==> config.mk <==
export PLATFORM = sky130hd
export DESIGN_NAME = cam_capture_ctrl
export DESIGN_NICKNAME = d
export VERILOG_FILES = /design/src/rtl/cam_capture_ctrl.sv
export SDC_FILE = /design/constraint.sdc
export NUM_CORES = 1
export LEC_CHECK = 0
export ABC_AREA = 1
export CORE_MARGIN = 2
export CORE_UTILIZATION = 35
export CTS_CLUSTER_SIZE = 20
export DETAILED_ROUTE_END_ITERATION = 8
export PLACE_DENSITY = 0.66
export SYNTH_ARGS = -nofsm -noshare
export SYNTH_HDL_FRONTEND = slang
export SYNTH_SLANG_ARGS = --single-unit
==> constraint.sdc <==
create_clock -name cam_pclk -period 6.15 [get_ports cam_pclk]
set_input_delay 1.23 -clock cam_pclk [delete_from_list [all_inputs] [get_ports cam_pclk]]
set_output_delay 1.23 -clock cam_pclk [all_outputs]
set_load 0.005 [all_outputs]
==> src/rtl/cam_capture_ctrl.sv <==
`default_nettype none
// ============================================================================
// Module      : cam_capture_ctrl
// Description : Single-frame DVP capture sequencer; pairs RGB565 bytes into
//               cropped RGB444 pixels written in raster order to BRAM.
// Revision    : 1.0 - initial release
// ============================================================================
module cam_capture_ctrl #(
    parameter int ADDR_W   = 17,
    parameter int FB_DEPTH = 76800
) (
    input  logic              cam_pclk,
    input  logic              sys_rst,
    input  logic              cam_vsync,
    input  logic              cam_href,
    input  logic [7:0]        cam_data,
    input  logic              axil_capture_start,
    input  logic [8:0]        axil_cap_width,
    input  logic [8:0]        axil_cap_height,
    output logic              axil_capture_done,
    output logic              axil_capture_busy,
    output logic [ADDR_W-1:0] cap_bram_waddr,
    output logic [11:0]       cap_bram_wdata,
    output logic              cap_bram_wen
);

    localparam logic [ADDR_W:0] c_fb_depth = (ADDR_W+1)'(FB_DEPTH);

    typedef enum logic [1:0] {
        S_IDLE    = 2'd0,
        S_ARM     = 2'd1,
        S_CAPTURE = 2'd2,
        S_DONE    = 2'd3
    } state_t;

    state_t            r_state;
    state_t            w_next;

    logic              r_vsync_d;
    logic              r_vsync_d2;
    logic              r_href_d;
    logic              r_href_d2;
    logic [7:0]        r_data_d;
    logic [8:0]        r_width;
    logic [8:0]        r_height;
    logic [ADDR_W-1:0] r_ptr;
    logic [8:0]        r_row;
    logic [8:0]        r_col;
    logic              r_phase;
    logic [7:0]        r_hi;
    logic              r_wen;
    logic [ADDR_W-1:0] r_waddr;
    logic [11:0]       r_wdata;

    logic w_vsync_fall;
    logic w_vsync_rise;
    logic w_href_fall;
    logic w_start_ok;
    logic w_zero_size;
    logic w_last_row;
    logic w_store;

    assign w_vsync_fall = r_vsync_d2 & ~r_vsync_d;
    assign w_vsync_rise = ~r_vsync_d2 & r_vsync_d;
    assign w_href_fall  = r_href_d2 & ~r_href_d;
    assign w_start_ok   = axil_capture_start & ((r_state == S_IDLE) | (r_state == S_DONE));
    assign w_zero_size  = (axil_cap_width == 9'd0) | (axil_cap_height == 9'd0);
    assign w_last_row   = (({1'b0, r_row} + 10'd1) == {1'b0, r_height});
    assign w_store      = (r_state == S_CAPTURE) & r_href_d & r_phase
                        & (r_col < r_width) & (r_row < r_height)
                        & ({1'b0, r_ptr} < c_fb_depth);

    always_ff @(posedge cam_pclk or posedge sys_rst) begin
        if (sys_rst) begin
            r_state <= S_IDLE;
        end else begin
            r_state <= w_next;
        end
    end

    always_comb begin
        w_next = r_state;
        case (r_state)
            S_IDLE, S_DONE: begin
                if (w_start_ok) begin
                    w_next = w_zero_size ? S_DONE : S_ARM;
                end
            end
            S_ARM: begin
                if (w_vsync_fall) begin
                    w_next = S_CAPTURE;
                end
            end
            S_CAPTURE: begin
                // A short frame (vsync rising early) still counts as complete.
                if (w_vsync_rise || (w_href_fall && w_last_row)) begin
                    w_next = S_DONE;
                end
            end
            default: w_next = S_IDLE;
        endcase
    end

    always_ff @(posedge cam_pclk or posedge sys_rst) begin
        if (sys_rst) begin
            r_vsync_d  <= 1'b0;
            r_vsync_d2 <= 1'b0;
            r_href_d   <= 1'b0;
            r_href_d2  <= 1'b0;
            r_data_d   <= 8'd0;
            r_width    <= 9'd0;
            r_height   <= 9'd0;
            r_ptr      <= '0;
            r_row      <= 9'd0;
            r_col      <= 9'd0;
            r_phase    <= 1'b0;
            r_hi       <= 8'd0;
            r_wen      <= 1'b0;
            r_waddr    <= '0;
            r_wdata    <= 12'd0;
        end else begin
            r_vsync_d  <= cam_vsync;
            r_vsync_d2 <= r_vsync_d;
            r_href_d   <= cam_href;
            r_href_d2  <= r_href_d;
            r_data_d   <= cam_data;
            r_wen      <= 1'b0;

            if (w_start_ok) begin
                r_width  <= axil_cap_width;
                r_height <= axil_cap_height;
                r_ptr    <= '0;
                r_row    <= 9'd0;
                r_col    <= 9'd0;
                r_phase  <= 1'b0;
            end else if (r_state == S_CAPTURE) begin
                if (r_href_d) begin
                    r_phase <= ~r_phase;
                    if (!r_phase) begin
                        r_hi <= r_data_d;
                    end else begin
                        if (r_col != 9'd511) begin
                            r_col <= r_col + 9'd1;
                        end
                        if (w_store) begin
                            r_wen   <= 1'b1;
                            r_waddr <= r_ptr;
                            r_wdata <= {r_hi[7:4], r_hi[2:0], r_data_d[7], r_data_d[4:1]};
                            r_ptr   <= r_ptr + ADDR_W'(1);
                        end
                    end
                end else if (w_href_fall) begin
                    // An odd trailing byte is dropped by resetting the phase here.
                    r_row   <= r_row + 9'd1;
                    r_col   <= 9'd0;
                    r_phase <= 1'b0;
                end
            end
        end
    end

    assign axil_capture_done = (r_state == S_DONE);
    assign axil_capture_busy = (r_state == S_ARM) | (r_state == S_CAPTURE);
    assign cap_bram_waddr    = r_waddr;
    assign cap_bram_wdata    = r_wdata;
    assign cap_bram_wen      = r_wen;

endmodule
`default_nettype wire

==> results.md, run 1 <==
* Status: finished, final reports clean
* Routed vias at 4165
* # resized after CTS at 0
* Comb power frac at roughly 36%
* CTS clk-pin slew, worst paths at around 0.080 ns
* Main combinational cell family by area after synthesis: simple AND/OR/NAND/NOR gates
* Die Area at ~17000 µm²
* Post-CTS Setup Inserts at 0
* Rows at 45
* Synth warnings at 0
* Routability Congestion at around 0.87
* P_leak at a little over 3 nW
* Root cell of the clock tree: clkbuf_16
* Total core area at about 15000 µm²
* #FFs+latches synth at between 100 and 150
* Synth Area in XOR/XNOR at ~2.1%
* DRC viols at 0
* CTS Sinks at roughly 110
* Distinct cells, synth at 44
* Number of routed nets with antenna violations at 0
* Pre-CTS WS at around 2.4 ns
* DRT Pass-1 Iters at 4
* Multiplexer share of the synthesized area at 0%
* Synthesized net count at 685
* Switching share of power at 37.8%
* Pin count of the biggest net entering global routing at 61
* Grt total ovfl at 0
* Mapped Cells at approximately 630
* Adder-cell share of the synthesized area at 5.73%
* Met2 routed WL at just over 5000 µm
* Worst-Skew Late Latency at around 0.36 ns
* DRT Wirelength at approximately 11000 µm
* Max-Cap Viols at 0
* Least-Margin Pin Slew at about 0.75 ns
* Max VDD drop at ~0.2 mV
* Layout Nets at between 700 and 800
* Tmin final at approximately 3.3 ns
* Synth Area in Simple Gates at 24.1%
* CTS Buf Count at 9
* Setup TNS at 0 ns
* Top_reg_cell synth: dfrtp_1
* DRT iter0 DRCs at about 230
* Clock Skews at between 0.009 and 0.01 ns
* Max-slew violation count at 0
* Slowest cell on the critical path: clkinv_1
* Register area share after synthesis at around half
* Vias per cell at 4.72
* Total Routing Usage GR at between 10% and 20%
* First-pass GRT wire length at between 15000 and 20000 µm
* Mapped Area at 5460 µm²
* Slew HR at ~50%
* WL per Instance at ~13 µm
* Area growth syn-to-layout at 19.2%
* Diode count at 0
* Clock Power Share at around a quarter
* Clock tree from TritonCTS: done
* Vias in the first global route at between 4k and 5k
* P per Cell Area at around 380 nW/µm²
* Compound-Gate Fraction of Synth Area at 11.7%
* Cell-internal power at around 1.6 mW
* Initial Utilization at ~36%
* Setup Viol. Count Final at 0
* Hold/Removal Path Class: reg2reg
* Critical path's largest stage delay at between 0.7 and 0.8 ns
* RSZ-0062 raised after global routing: no
* Critical Path Fanout Max at 35
* Required time of the critical path at 6.43 ns
* I/O pin count at 63
* Critical path type: in2reg
* Fraction of layout cells with a size suffix above 1 at 9.65%
* Type of destination of the critical path: flop
* Buffers on Ports at 62
* Final worst slack at around 2.9 ns
* CTS max path bufs at 2
* DP HPWL at 8310 µm
* Fmax at 303 MHz
* Flop pwr share at about 41%
* Ys async rst share at 100%
* Vert. Die Dim at 129 µm
* Hold Fails Final Rpt at 0
* Ordered cell list for the critical path: clkdlybuf4s50_1 -> nand2_4 -> clkinv_1 -> nor2_2 -> inv_1 -> o21ai_0
* Critical path arrival at 3.58 ns
* Mean area per synthesized cell at around 8.7 µm²
* Fin crit share at 53.6%
* Sw Pwr at roughly 940 µW
* Die width at about 130 µm
* Top sig layer: met4
* Total chip power at 2.50 mW
* DR WL met3 at 458 µm
* CTS Hold Bufs at 0
* Met1 WL at 5650 µm
* Worst setup SP type: primary input
* Initial antenna violation count at 0
* Post-synth EDFFs at 0
* # H-tree levels at 3
## layout by cell type, fill, tap and decap left out, types with 2 or more instances in the layout
master and instances:
a21oi_1 16, clkbuf_16 9, clkdlybuf4s50_1 62, dfrtp_1 105, ha_1 25, inv_1 80
inv_2 2, inv_4 2, inv_8 3, nand2_1 168, nand2_2 2, nand2_4 2
nand3_1 34, nand3_2 4, nand4_1 9, nor2_1 41, nor2_2 2, nor2_4 4
nor3_1 8, nor4_1 3, o21a_1 3, o21ai_0 38, o21ai_1 11, o21ai_2 25
o22ai_1 4, xor2_1 12
## critical path, delay by kind of cell
family | cells | cell delay (ns)
AND/OR/NAND/NOR | 2 | 0.82
buffers and inverters | 3 | 1.35
AO/OA/AOI/OAI | 1 | 0.18
## final cells by class
| class | instances | area [µm²] |
|---|---|---|
| clock buffers | 10 | 239 |
| inverters | 85 | 324 |
| flip-flops and latches | 105 | 2630 |
| repair buffers | 63 | 628 |
| multi-input cells | 425 | 2380 |
| fillers | 1508 | 8700 |
| well taps | 188 | 235 |
| clock inverters | 6 | 67.6 |
## registers in the layout (all words and copies together) (netlist names), 2 cells and up
signal and flops:
r_data_d 8, r_state 2, cap_bram_wdata 12, r_row 9
r_hi 7, cap_bram_waddr 17, r_ptr 17, r_col 9
r_height 9, r_width 9
## worst paths after layout
kind	from	endpoint	slack, ns	depth (start not counted)
worst min register to register	r_vsync_d	r_vsync_d2	0.42	0
worst min-delay path	r_vsync_d	r_vsync_d2	0.42	0
worst max register to register	r_state[0]	r_row[4]	3.36	7
min in group asynchronous	sys_rst	r_vsync_d	1.35	2
worst max-delay path	axil_capture_start	r_row[4]	2.85	6
max in group asynchronous	sys_rst	r_vsync_d2	3.72	3
## metrics by stage
step           utilization (%)  instances  hold slack (ns)  area [µm²]
2_1_floorplan                -        629            0.354        5460
3_3_place_gp              40.7        866            0.417        6190
3_5_place_dp              40.7        866            0.403        6190
4_1_cts                   42.8        882            0.421        6500
5_1_grt                   42.8        882            0.429        6500
6_report                  42.8        882            0.421        6500
## cell families after synthesis
logic type | count (synthesis)
compound gates | 102
xor+xnor | 13
fa+ha+maj | 25
buf+inv | 99
flops | 105
simple gates | 285
## power groups by stage
| stage | sequential [mW] | combinational [mW] | clock, mW |
|---|---|---|---|
| 3_3_place_gp | 1.03 | 0.888 | 0 |
| 6_report | 1.02 | 0.892 | 0.586 |
| 2_1_floorplan | 1.01 | 0.647 | 0 |
| 4_1_cts | 1.02 | 0.909 | 0.604 |
| 3_5_place_dp | 1.04 | 0.904 | 0 |
| 5_1_grt | 1.05 | 1.04 | 0.626 |
## per-layer routing
| metal | vias up | GRT usage (%) |
|---|---|---|
| li1 | 2151 | - |
| met1 | 1928 | 21.6 |
| met2 | 74 | 22.3 |
| met3 | 12 | 3.49 |
| met4 | 0 | 4.35 |
| met5 | - | 0 |
## synthesized netlist by cell type (2+ instances only)
master,instances,area (µm²)
o21ai_1,11,55.1
nand2_4,2,22.5
nor2_2,2,12.5
nand3_2,4,40.0
nand2_1,168,631
o21a_1,3,22.5
buf_6,5,56.3
clkbuf_1,4,15.0
nor3_1,8,40.0
inv_2,2,7.51
nor4_1,3,18.8
nor2_4,4,45.0
nand4_1,9,56.3
nor2_1,41,154
o21ai_2,25,219
dfrtp_1,105,2630
nand2_2,2,12.5
xor2_1,12,105
a21oi_1,16,80.1
buf_12,2,40.0
o21ai_0,38,190
inv_1,81,304
nand3_1,34,170
o22ai_1,4,25.0
ha_1,25,313
Note: power is estimated with default switching activity, not from simulation.
==> run 2, diff against run 1 <==
==> constraint.sdc (replaced) <==
create_clock -name cam_pclk -period 3.1 [get_ports cam_pclk]
set_input_delay 0.62 -clock cam_pclk [delete_from_list [all_inputs] [get_ports cam_pclk]]
set_output_delay 0.62 -clock cam_pclk [all_outputs]
set_load 0.005 [all_outputs]
==> results.md, run 2 (synthesis results as in run 1) <==
* Cell total after placement at a little under 900
* I/O pin count at 63
* P_leak at between 3 and 4 nW
* Fraction of layout cells with a size suffix above 1 at a little over a tenth
* Fin crit share at 78.9%
* Register Area at about 2600 µm²
* Max-Cap Viols at 0
* Critical path arrival at between 1.5 and 2 ns
* CTS Hold Bufs at 0
* DP HPWL at 8540 µm
* Pre-CTS WS at approximately 0.58 ns
* CTS max path bufs at 2
* Tmin final at roughly 2.4 ns
* # resized after CTS at 0
* Diode count at 0
* CTS Buf Count at 9
* Commonest non-fill, non-tap cell in the layout: nand2_1
* Post-CTS Setup Inserts at 0
* Initial antenna violation count at 0
* R2R Path End: cap_bram_waddr[13]
* WL per Instance at 12.9 µm
* Number of routed nets with antenna violations at 0
* Required time of the critical path at 2.48 ns
* Clock tree from TritonCTS: done
* Vias per cell at 4.73
* Worst-Skew Late Latency at ~0.36 ns
* Fill cells at 1508
* Rows at between 40 and 50
* Setup TNS at 0 ns
* Grt total ovfl at 0
* CP top delay family: buffers and inverters
* Crit path buffers/inverters at 3
* Die width at between 100 and 150 µm
* Dpl cell area at 6260 µm²
* Layout Nets at roughly 750
* Worst R2R Start: r_row[4]
* Fmax at a little over 400 MHz
* Critical path's largest stage delay at approximately 0.51 ns
* Worst setup SP type: flop
* DRC viols at 0
* P per Cell Area at about 770 nW/µm²
* Routed vias at around 4.2k
* Most frequent cells in the layout: nand2_1, dfrtp_1, inv_1
* Pin count of the biggest net entering global routing at between 50 and 60
* DRT Pass-1 Iters at 4
* Root cell of the clock tree: clkbuf_16
* Initial Utilization at between 30% and 40%
* Hold/Removal Path Class: reg2reg
* # H-tree levels at 3
* Routability Congestion at 0.851
* DRT iter0 DRCs at 303
* Die Area at roughly 17000 µm²
* Worst Hold Path EP: r_vsync_d2
* Area growth syn-to-layout at 20.4%
* Hold Path Depth at 0
* Status: finished, final reports clean
* CTS Sinks at between 100 and 150
* Critical path type: reg2out
* Final Non-Filler Cells at 888
* Slowest cell on the critical path: clkdlybuf4s50_1
* Setup Viol. Count Final at 0
* Max VDD drop at about 0.33 mV
* Least-Margin Pin Slew at about 0.59 ns
* Clock Skews at around 0.011 ns
* Slew HR at 60.3%
* Ordered cell list for the critical path: inv_1 -> ha_1 -> inv_1 -> clkdlybuf4s50_1
* DRT Wirelength at approximately 11000 µm
* Worst Min Path Start: r_vsync_d
* Utilization after layout at 43.2%
* Area of the multi-input gates at around 2400 µm²
* RSZ-0062 raised after global routing: no
* Final worst slack at approximately 0.65 ns
* Critical Path Fanout Max at 5
* First-pass GRT wire length at 19600 µm
* Vert. Die Dim at 129 µm
* Total core area at approximately 15000 µm²
* CTS clk-pin slew, worst paths at ~0.07 ns
* Most common cell on crit path: inv_1
* Type of destination of the critical path: output port
* Buffers on Ports at 62
* Worst R2R Setup Slack at ~0.86 ns
* Reg2reg path depth at 10
* Max-slew violation count at 0
* Total Routing Usage GR at between 10% and 20%
* Hold Fails Final Rpt at 0
* Final Instance Area at about 6600 µm²
* Vias in the first global route at 4079
[run 2: cell types whose count changed in the layout (fill, tap and decap cells not counted), sizes merged]
| cell | before | now |
|---|---|---|
| clkinv | 3 | 1 |
| buf | 1 | 8 |
| inv | 88 | 87 |
| bufinv | 0 | 1 |
| clkinvlp | 0 | 1 |
[run 2: layer usage]
metal / share of wire [%] / vias to the layer above / global-route usage (%)
li1: - / 2169 / -
met1: 50 / 1938 / 21.1
met2: 43 / 83 / 22.1
met3: 5.2 / 10 / 4.66
met4: 1.3 / 0 / 4.35
met5: 0 / - / 0
[run 2: cell type report]
cell class / count / area share (%)
timing repair buffer: 70 / 10.6
clock buffer: 10 / 3.64
clock inverter: 5 / 1.07
tap: 188 / 3.58
inverter: 85 / 4.95
sequential: 105 / 40.0
multi-input combinational: 425 / 36.2
[run 2: power by group]
group          switching [mW]  internal [mW]
clock                   0.530          0.661
combinational            1.06          0.763
sequential              0.277           1.76
[run 2: worst max path at each step]
stage,slack (ns),from,cells after the start,endpoint
after floorplan,1.22,sys_rst,1,cap_bram_waddr[0]
after global placement,0.63,axil_capture_start,7,r_hi[0]
after detailed placement,0.58,axil_capture_start,6,r_hi[1]
after CTS,0.61,r_state[0],4,axil_capture_busy
after global routing,0.53,r_state[0],4,axil_capture_busy
final,0.65,r_state[0],4,axil_capture_busy
[run 2: worst reg2reg max path: cells and delay by family, from the launching register on]
| kind | cells | cell delay (ns) |
|---|---|---|
| compound gates | 4 | 0.44 |
| fa+ha+maj | 1 | 0.32 |
| buf+inv | 1 | 0.31 |
| flops | 1 | 0.44 |
| simple gates | 4 | 0.62 |
[run 2: metrics by stage]
stage / hold slack [ns] / power (mW)
2_1_floorplan: 0.354 / 3.29
3_3_place_gp: 0.412 / 3.86
3_5_place_dp: 0.409 / 3.90
4_1_cts: 0.426 / 5.12
5_1_grt: 0.437 / 5.49
6_report: 0.427 / 5.06
==> run 3, diff against run 2 <==
==> constraint.sdc (replaced) <==
create_clock -name cam_pclk -period 2.4 [get_ports cam_pclk]
set_input_delay 0.48 -clock cam_pclk [delete_from_list [all_inputs] [get_ports cam_pclk]]
set_output_delay 0.48 -clock cam_pclk [all_outputs]
set_load 0.005 [all_outputs]
==> results.md, run 3 (synthesis results as in run 1) <==
* Status: finished, final reports clean
* Pin count of the biggest net entering global routing at 45
* CTS Sinks at between 100 and 150
* Required time of the critical path at around 1.9 ns
* Total Routing Usage GR at roughly 15%
* Area growth syn-to-layout at 21.8%
* Number of routed nets with antenna violations at 0
* Fill cells at about 1.5k
* Grt total ovfl at 0
* Routed vias at ~4.2k
* I/O pin count at 63
* Max-Cap Viols at 0
* DP HPWL at about 8500 µm
* Hold/Removal Path Class: reg2reg
* CTS clk-pin slew, worst paths at around 0.070 ns
* Post-CTS Setup Inserts at 0
* Least-Margin Pin Slew at about 0.53 ns
* Buffers on Ports at slightly above 60
* GRT met1 Usage at about 22%
* P_leak at about 3.1 nW
* Slew HR at 64.9%
* Fraction of layout cells with a size suffix above 1 at 11.1%
* Rows at between 40 and 50
* Hold Fails Final Rpt at 0
* Setup Viol. Count Final at 0
* Global route hottest layer: met2
* Fin crit share at between 90% and 100%
* Max-slew violation count at 0
* CTS Buf Count at 9
* CP endpoint: axil_capture_busy
* Critical path type: reg2out
* R2R Path End: cap_bram_waddr[14]
* Reg2reg path depth at 10
* Critical Path Fanout Max at 5
* Most common cell on crit path: inv_1
* Global routing usage on met2 at 22.6%
* Initial antenna violation count at 0
* Met3 Resource Use GR at 4.24%
* WL per Instance at 13.0 µm
* P per Cell Area at 1010 nW/µm²
* Type of destination of the critical path: output port
* Ordered cell list for the critical path: inv_1 -> ha_1 -> inv_1 -> clkdlybuf4s50_1
* Hold slack at ~0.42 ns
* First-pass GRT wire length at between 15000 and 20000 µm
* Final Instance Area at about 6600 µm²
* Setup TNS at 0 ns
* Die Area at roughly 17000 µm²
* # H-tree levels at 3
* Vias in the first global route at about 4.0k
* Initial Utilization at 35.9%
* Total core area at 15200 µm²
* Worst R2R Start: r_col[4]
* Worst Setup SP: r_state[0]
* Tmin final at 2.29 ns
* Worst setup SP type: flop
* Vias per cell at between 4 and 5
* Commonest non-fill, non-tap cell in the layout: nand2_1
* Vert. Die Dim at between 100 and 150 µm
* RSZ-0062 raised after global routing: no
* Layout Nets at 755
* DRT Wirelength at 11600 µm
* Slowest cell on the critical path: clkdlybuf4s50_1
* DRC viols at 0
* Dpl cell area at roughly 6300 µm²
* Critical path arrival at 1.81 ns
* Root cell of the clock tree: clkbuf_16
* Critical path's largest stage delay at between 0.5 and 0.6 ns
* Worst-Skew Late Latency at about 0.36 ns
* Worst R2R Setup Slack at between 0.2 and 0.3 ns
* Routability Congestion at between 0.8 and 0.9
* DRT Pass-1 Iters at 6
* Die width at ~130 µm
* Clock tree from TritonCTS: done
* Max VDD drop at between 0.8 and 0.9 mV
* Most frequent cells in the layout: nand2_1, dfrtp_1, inv_1
* Clock Skews at 0.0129 ns
* Fmax at around 440 MHz
* Hold Path Depth at 0
* Diode count at 0
* DRT iter0 DRCs at approximately 370
* CTS max path bufs at 2
[run 3: repair_timing]
item	4_1_cts	5_1_grt
hold buffers	0	0
endpoints found under the setup margin	0	1
gates resized for setup	0	1
endpoints found under the hold margin	0	0
[run 3: worst min path at each step]
stage | start | to | slack [ns]
6_report | r_vsync_d | r_vsync_d2 | 0.42
3_3_place_gp | r_vsync_d | r_vsync_d2 | 0.42
4_1_cts | r_vsync_d | r_vsync_d2 | 0.43
3_5_place_dp | r_vsync_d | r_vsync_d2 | 0.41
2_1_floorplan | r_vsync_d | r_vsync_d2 | 0.35
5_1_grt | r_vsync_d | r_vsync_d2 | 0.43
[run 3: per-stage QoR]
stage | utilization [%] | worst slack [ns] | power [mW] | cells
2_1_floorplan | - | 0.589 | 4.25 | 629
3_3_place_gp | 41.4 | 0.323 | 5.04 | 876
3_5_place_dp | 41.4 | 0.298 | 5.08 | 876
4_1_cts | 43.7 | 0.0483 | 6.81 | 892
5_1_grt | 43.7 | 0.00605 | 7.26 | 892
6_report | 43.7 | 0.111 | 6.71 | 892
[run 3: final cells by class]
type	count	area (µm²)	share of cell area, %
multi-input cells	425	2380	35.8
clock buffers	9	225	3.39
clock inverters	7	121	1.83
well taps	188	235	3.54
flip-flops and latches	105	2630	39.6
inverters	85	325	4.90
repair buffers	73	728	11.0
[run 3: layer usage]
layer  vias up  share of wire [%]  routed length [µm]
met4         0                1.3                 150
li1       2171                  -                   -
met5         -                  0                   0
met3        11                4.8                 552
met1      1945                 49                5720
met2        95                 45                5160
[run 3: power breakdown]
part           leakage, nW  switching, mW  total (mW)  internal [mW]
clock network        0.168          0.729        1.68          0.947
logic                 1.54           1.38        2.39           1.02
registers             1.38          0.362        2.64           2.28
[run 3: worst max-delay path: cells and delay by family, from the launching register on]
family	cells	cell delay, ns
buffers and inverters	3	0.68
flip-flops	1	0.41
adder cells (fa/ha/maj)	1	0.36
